**config.mk**
```make
export PLATFORM = sky130hd
export DESIGN_NAME = paralelo_serial_flat
export DESIGN_NICKNAME = d
export VERILOG_FILES = /design/src/rtl/paralelo_serial_if.sv /design/src/rtl/paralelo_serial.sv /design/src/flat_wrapper.sv
export SDC_FILE = /design/constraint.sdc
export NUM_CORES = 1
export LEC_CHECK = 0
export CORE_ASPECT_RATIO = 0.7
export CORE_MARGIN = 5
export CORE_UTILIZATION = 25
export DETAILED_ROUTE_END_ITERATION = 10
export SYNTH_ARGS = -nofsm -noshare
export SYNTH_HDL_FRONTEND = slang
export SYNTH_SLANG_ARGS = --single-unit
```
**constraint.sdc**
```tcl
create_clock -name clk -period 1.8 [get_ports clk]
set_input_delay 0.18 -clock clk [delete_from_list [all_inputs] [get_ports clk]]
set_output_delay 0.18 -clock clk [all_outputs]
set_load 0.05 [all_outputs]
```
**src/rtl/paralelo_serial_if.sv**
```systemverilog
// -----------------------------------------------------------------------------
// paralelo_serial_if
// Bus between the word-rate encoder stage and the parallel-to-serial
// transmitter.
//   enb      : clock enable; 0 freezes the transmitter
//   clk10    : divide-by-10 word clock from clks, sampled as data
//   entradas : WIDTH-bit parallel word to transmit
//   salida   : registered serial output, MSB first
// Modports:
//   master : the side feeding words and consuming the serial bit
//   slave  : the transmitter itself
// -----------------------------------------------------------------------------
interface paralelo_serial_if #(
  parameter int WIDTH = 10
);
  logic             enb;
  logic             clk10;
  logic [WIDTH-1:0] entradas;
  logic             salida;

  modport master (
    output enb,
    output clk10,
    output entradas,
    input  salida
  );

  modport slave (
    input  enb,
    input  clk10,
    input  entradas,
    output salida
  );
endinterface

```
**src/rtl/paralelo_serial.sv**
```systemverilog
// -----------------------------------------------------------------------------
// paralelo_serial
// Parallel-to-serial transmitter. Captures a WIDTH-bit word once per word
// period and shifts it out one bit per clk cycle on salida, MSB first, with
// words sent back-to-back.
//
// Ports:
//   clk : bit clock, all state on its rising edge
//   rst : synchronous active-low reset (priority over enb)
//   bus : paralelo_serial_if.slave (enb, clk10, entradas, salida)
//
// Configuration:
//   PARALELO_SERIAL_CLK10_SYNC_EN - when defined, a rising edge of clk10
//   (seen at an enabled clk edge) forces an immediate load, so the word
//   boundary tracks the clks divider phase. When undefined, clk10 is ignored
//   and the bit counter free-runs.
// -----------------------------------------------------------------------------
module paralelo_serial #(
  parameter int WIDTH = 10
) (
  input  logic              clk,
  input  logic              rst,
  paralelo_serial_if.slave  bus
);

  localparam int             CW   = (WIDTH > 1) ? $clog2(WIDTH) : 1;
  localparam logic [CW-1:0]  LAST = CW'(WIDTH - 1);

  logic [CW-1:0]    contador, contador_d;
  logic [WIDTH-1:0] shreg, shreg_d;
  logic             salida_d;
  logic             load;

`ifdef PARALELO_SERIAL_CLK10_SYNC_EN
  logic clk10_q;

  // A realign (clk10 rising) abandons the word in flight. When it coincides
  // with the natural wrap it is still a single load.
  assign load = (contador == LAST) || (bus.clk10 && !clk10_q);

  always_ff @(posedge clk) begin
    if (!rst) begin
      clk10_q <= 1'b0;
    end else if (bus.enb) begin
      clk10_q <= bus.clk10;
    end
  end
`else
  // clk10 is not part of the datapath in this build.
  logic unused_clk10;
  assign unused_clk10 = bus.clk10;

  assign load = (contador == LAST);
`endif

  // NOTE: every output of this block gets a default first, so no path leaves
  // a signal unassigned and no latch is inferred.
  always_comb begin
    contador_d = contador;
    shreg_d    = shreg;
    salida_d   = bus.salida;
    if (load) begin
      // Bit WIDTH-1 goes straight to the output; the rest wait in shreg.
      salida_d   = bus.entradas[WIDTH-1];
      shreg_d    = {bus.entradas[WIDTH-2:0], 1'b0};
      contador_d = '0;
    end else begin
      salida_d   = shreg[WIDTH-1];
      shreg_d    = shreg << 1;
      contador_d = contador + 1'b1;
    end
  end

  // Reset value of contador is the last index, so the first enabled edge
  // after reset release is a load edge.
  // NOTE: state registers use non-blocking assignments so every register
  // samples the pre-edge values of the others.
  always_ff @(posedge clk) begin
    if (!rst) begin
      contador   <= LAST;
      shreg      <= '0;
      bus.salida <= 1'b0;
    end else if (bus.enb) begin
      contador   <= contador_d;
      shreg      <= shreg_d;
      bus.salida <= salida_d;
    end
  end

endmodule

```
**src/flat_wrapper.sv**
```systemverilog
// flat-port wrapper written by rule: the top's interface ports become plain ports
module paralelo_serial_flat 
#(
  parameter int WIDTH = 10
)
  (clk, rst, bus_enb, bus_clk10, bus_entradas, bus_salida);
  paralelo_serial_if #(.WIDTH(WIDTH)) bus_i ();
  input  logic clk;
  input  logic rst;
  input wire logic [$bits(bus_i.enb)-1:0] bus_enb;
  input wire logic [$bits(bus_i.clk10)-1:0] bus_clk10;
  input wire logic [$bits(bus_i.entradas)-1:0] bus_entradas;
  output wire logic [$bits(bus_i.salida)-1:0] bus_salida;
  assign bus_i.enb = bus_enb;
  assign bus_i.clk10 = bus_clk10;
  assign bus_i.entradas = bus_entradas;
  assign bus_salida = bus_i.salida;
  paralelo_serial #(.WIDTH(WIDTH)) u_core (.clk(clk), .rst(rst), .bus(bus_i));
endmodule
```
==> flow_metrics.py <==
metrics = {
    "cells_and_area": {
        "stdcell_area_sq_um": 795,
        "n_antenna_cell": 0,
        "drive_above_1_share_pct": 8.14,
        "fillers": 255,
        "fin_nets": 102,
        "area_growth_pct": 27.3,
    },
    "clock_network": {
        "cts-root-buf": "clkbuf_4",
        "clk_latency_ns": 0.27,
        "cts_made_buffers": 3,
        "holdBufCountCts": 0,
        "clock-sinks": 14,
        "clock_path_buffers": 2,
        "cts-resized-gates": 0,
        "h-tree-depth": 1,
        "clkTransAtPathRegs_ns": 0.08,
        "tritoncts": "yes",
        "cts_setup_buffers": 0,
    },
    "placed_design": {
        "post-place-ws_ns": 0.457,
        "gp_congestion": 0.637,
        "dpl-instance-area_sq_um": 772,
        "dpl.hpwl_um": 875,
        "port_buffers": 13,
    },
    "floorplan": {
        "core-area_sq_um": 2420,
        "die_height_um": 51.8,
        "initial_core_util_pct": 25.8,
        "die_w_um": 69.7,
        "ioPinCount": 15,
        "core.rowCount": 15,
        "die_area_sq_um": 3610,
    },
    "setup_path": {
        "path_buf_inv": 1,
        "arrival_ns": 1.40,
        "crit_path_max_incr_delay_ns": 0.80,
        "critPathKind": "reg -> out",
        "path_max_fanout": 2,
        "crit_path_top_delay_cell": "clkdlybuf4s50_1",
        "worstPathRequired_ns": 1.62,
        "cp_top_family": "buffers and inverters",
        "reg2reg_depth": 3,
        "worst_setup_path_start_kind": "register",
        "r2r_end": "u_core.shreg[2]$_SDFFE_PN0P_",
        "cp_cell_sequence": "clkdlybuf4s50_1",
        "r2r_start": "u_core.contador[1]$_SDFFE_PN0P_",
        "cp-startpoint": "u_core.bus.salida$_SDFFE_PN0P_",
        "endpoint": "bus_salida",
        "endpoint_kind": "output pin",
        "r2r_setup_slack_ns": 0.59,
        "cp_num_cells": 1,
    },
    "power_and_ir_drop": {
        "p_leak_uw": 0.000285,
        "vdd_drop_max_v": 0.000276,
        "power_density_nw_per_um2": 827,
    },
    "timing": {
        "hold_viol": 0,
        "fin_tns_setup_ns": 0,
        "fin_skew_ns": 0.00177,
        "final-max-slew-violation-count": 0,
        "post-route-period-util_pct": 87.7,
        "fin_ws_ns": 0.221,
        "rsz0062_at_grt": "false",
        "fmax_ghz": 0.633,
        "slew_headroom_pct": 67.3,
        "tightestPinTransition_ns": 0.488,
        "final-setup-viol-count": 0,
        "layout_min_cycle_time_ns": 1.58,
    },
    "yosys": {
        "syn_inst": 74,
        "synth-seq-area-share_pct": 44.9,
        "syn_area_per_cell_sq_um": 8.44,
        "syn-num-nets": 88,
        "ys_seq_elements": 14,
        "syn_area_sq_um": 624,
        "synthDistinctLibCells": 22,
        "ys.warnings.count": 0,
    },
    "run_status": {
        "status": "complete, no violations",
    },
    "detailed_routing": {
        "wl_per_cell_um": 10.3,
        "wl_mm": 1.24,
        "drt_first_pass_iters": 4,
        "vias_per_cell": 4.36,
        "ant_nets": 0,
        "vias": 523,
        "first_iter_violations": 26,
        "drc": 0,
    },
    "global_route": {
        "first_global_vias": 439,
        "antenna_found_initial": 0,
        "grt_pass1_wl_mm": 1.94,
        "grt_max_degree": 22,
        "grt_usage_pct": 7.21,
        "grt-ovfl-total": 0,
    },
    "min_path": {
        "hp-class": "in -> reg",
    },
    "job": {
        "maxCapViolations": 0,
    },
}
power breakdown:
part	leakage, uW	internal, uW	switching [uW]	total, uW
registers	0.000116	335	15.3	350
logic	0.000156	63.9	71.6	135
clock network	0.0000138	77.4	94.0	171
total	0.000285	476	181	657
layer usage:
| layer | global-route usage (%) | vias up | share of wire, % |
|---|---|---|---|
| met5 | 0 | - | 0 |
| met4 | 3.82 | 0 | 1.8 |
| met3 | 4.63 | 2 | 6.2 |
| met2 | 8.54 | 18 | 38 |
| met1 | 9.57 | 218 | 54 |
| li1 | - | 285 | - |
cell usage in the layout, fill, tap and decap left out, types with 2 or more instances in the layout:
cell and instances:
dfxtp_1 14, xnor2_1 2, clkdlybuf4s50_1 13, inv_1 2, a31oi_1 9, clkbuf_4 3
o21ai_0 9, nand2_1 21, a21boi_1 2
worst min path at each step:
stage               depth (start not counted)                    startpoint  slack [ns]                              to
CTS                                         3               bus_entradas[2]        0.46    u_core.shreg[3]$_SDFFE_PN0P_
floorplan                                   2                           rst        0.32  u_core.bus.salida$_SDFFE_PN0P_
finish                                      3               bus_entradas[6]        0.47    u_core.shreg[7]$_SDFFE_PN0P_
detailed placement                          2  u_core.shreg[7]$_SDFFE_PN0P_        0.46    u_core.shreg[8]$_SDFFE_PN0P_
global placement                            2  u_core.shreg[1]$_SDFFE_PN0P_        0.46    u_core.shreg[1]$_SDFFE_PN0P_
global route                                3               bus_entradas[5]        0.46    u_core.shreg[6]$_SDFFE_PN0P_
kinds of logic (layout without fill, tap and decap cells):
group	count (synthesis)	count (layout)	synth area share (%)
buffers and inverters	7	19	6.41
multiplexers	1	1	1.80
flip-flops	14	14	44.9
AND/OR/NAND/NOR	27	27	20.8
AO/OA/AOI/OAI	23	23	23.2
XOR/XNOR	2	2	2.81
through the flow:
stage | total power [uW] | hold slack, ns | util (%) | cells
global route | 702 | 0.455 | 32.8 | 120
CTS | 669 | 0.464 | 32.8 | 120
global placement | 493 | 0.456 | 31.9 | 117
floorplan | 456 | 0.318 | - | 74
finish | 657 | 0.472 | 32.8 | 120
detailed placement | 495 | 0.462 | 31.9 | 117
cell usage after synthesis:
master / number / area share, %
a21oi_1: 1 / 0.80
clkbuf_1: 1 / 0.60
nand3_1: 1 / 0.80
nand2_1: 21 / 13
nand4bb_1: 1 / 1.8
and4bb_1: 1 / 2.0
xnor2_1: 2 / 2.8
dfxtp_1: 14 / 45
and2_1: 1 / 1.0
mux2_2: 1 / 1.8
nand2b_1: 1 / 1.0
clkbuf_2: 1 / 0.80
nand3_2: 1 / 1.6
o21ai_0: 9 / 7.2
a21boi_1: 2 / 2.4
clkbuf_4: 1 / 1.2
a211o_1: 1 / 1.4
inv_1: 2 / 1.2
buf_6: 1 / 1.8
o221ai_2: 1 / 2.4
a31oi_1: 9 / 9.0
buf_2: 1 / 0.80
registers in the layout, summed over array words and instances (netlist names):
signal             flops
u_core.contador        4
u_core.shreg           9
u_core.bus.salida      1
area by class of cell:
| class | instances | area [sq um] | area share, % |
|---|---|---|---|
| Tap cell | 34 | 42.5 | 5.35 |
| Inverter | 2 | 7.51 | 0.945 |
| Sequential cell | 14 | 280 | 35.3 |
| Clock buffer | 3 | 22.5 | 2.83 |
| Timing Repair Buffer | 14 | 138 | 17.3 |
| Multi-Input combinational cell | 53 | 304 | 38.3 |
worst reg2reg max path: stages, from the launching register on:
cell	delay (ns)
dfxtp_1	0.36
and4bb_1	0.51
nand2_1	0.10
a31oi_1	0.17
(Power assumes the default switching activity.)
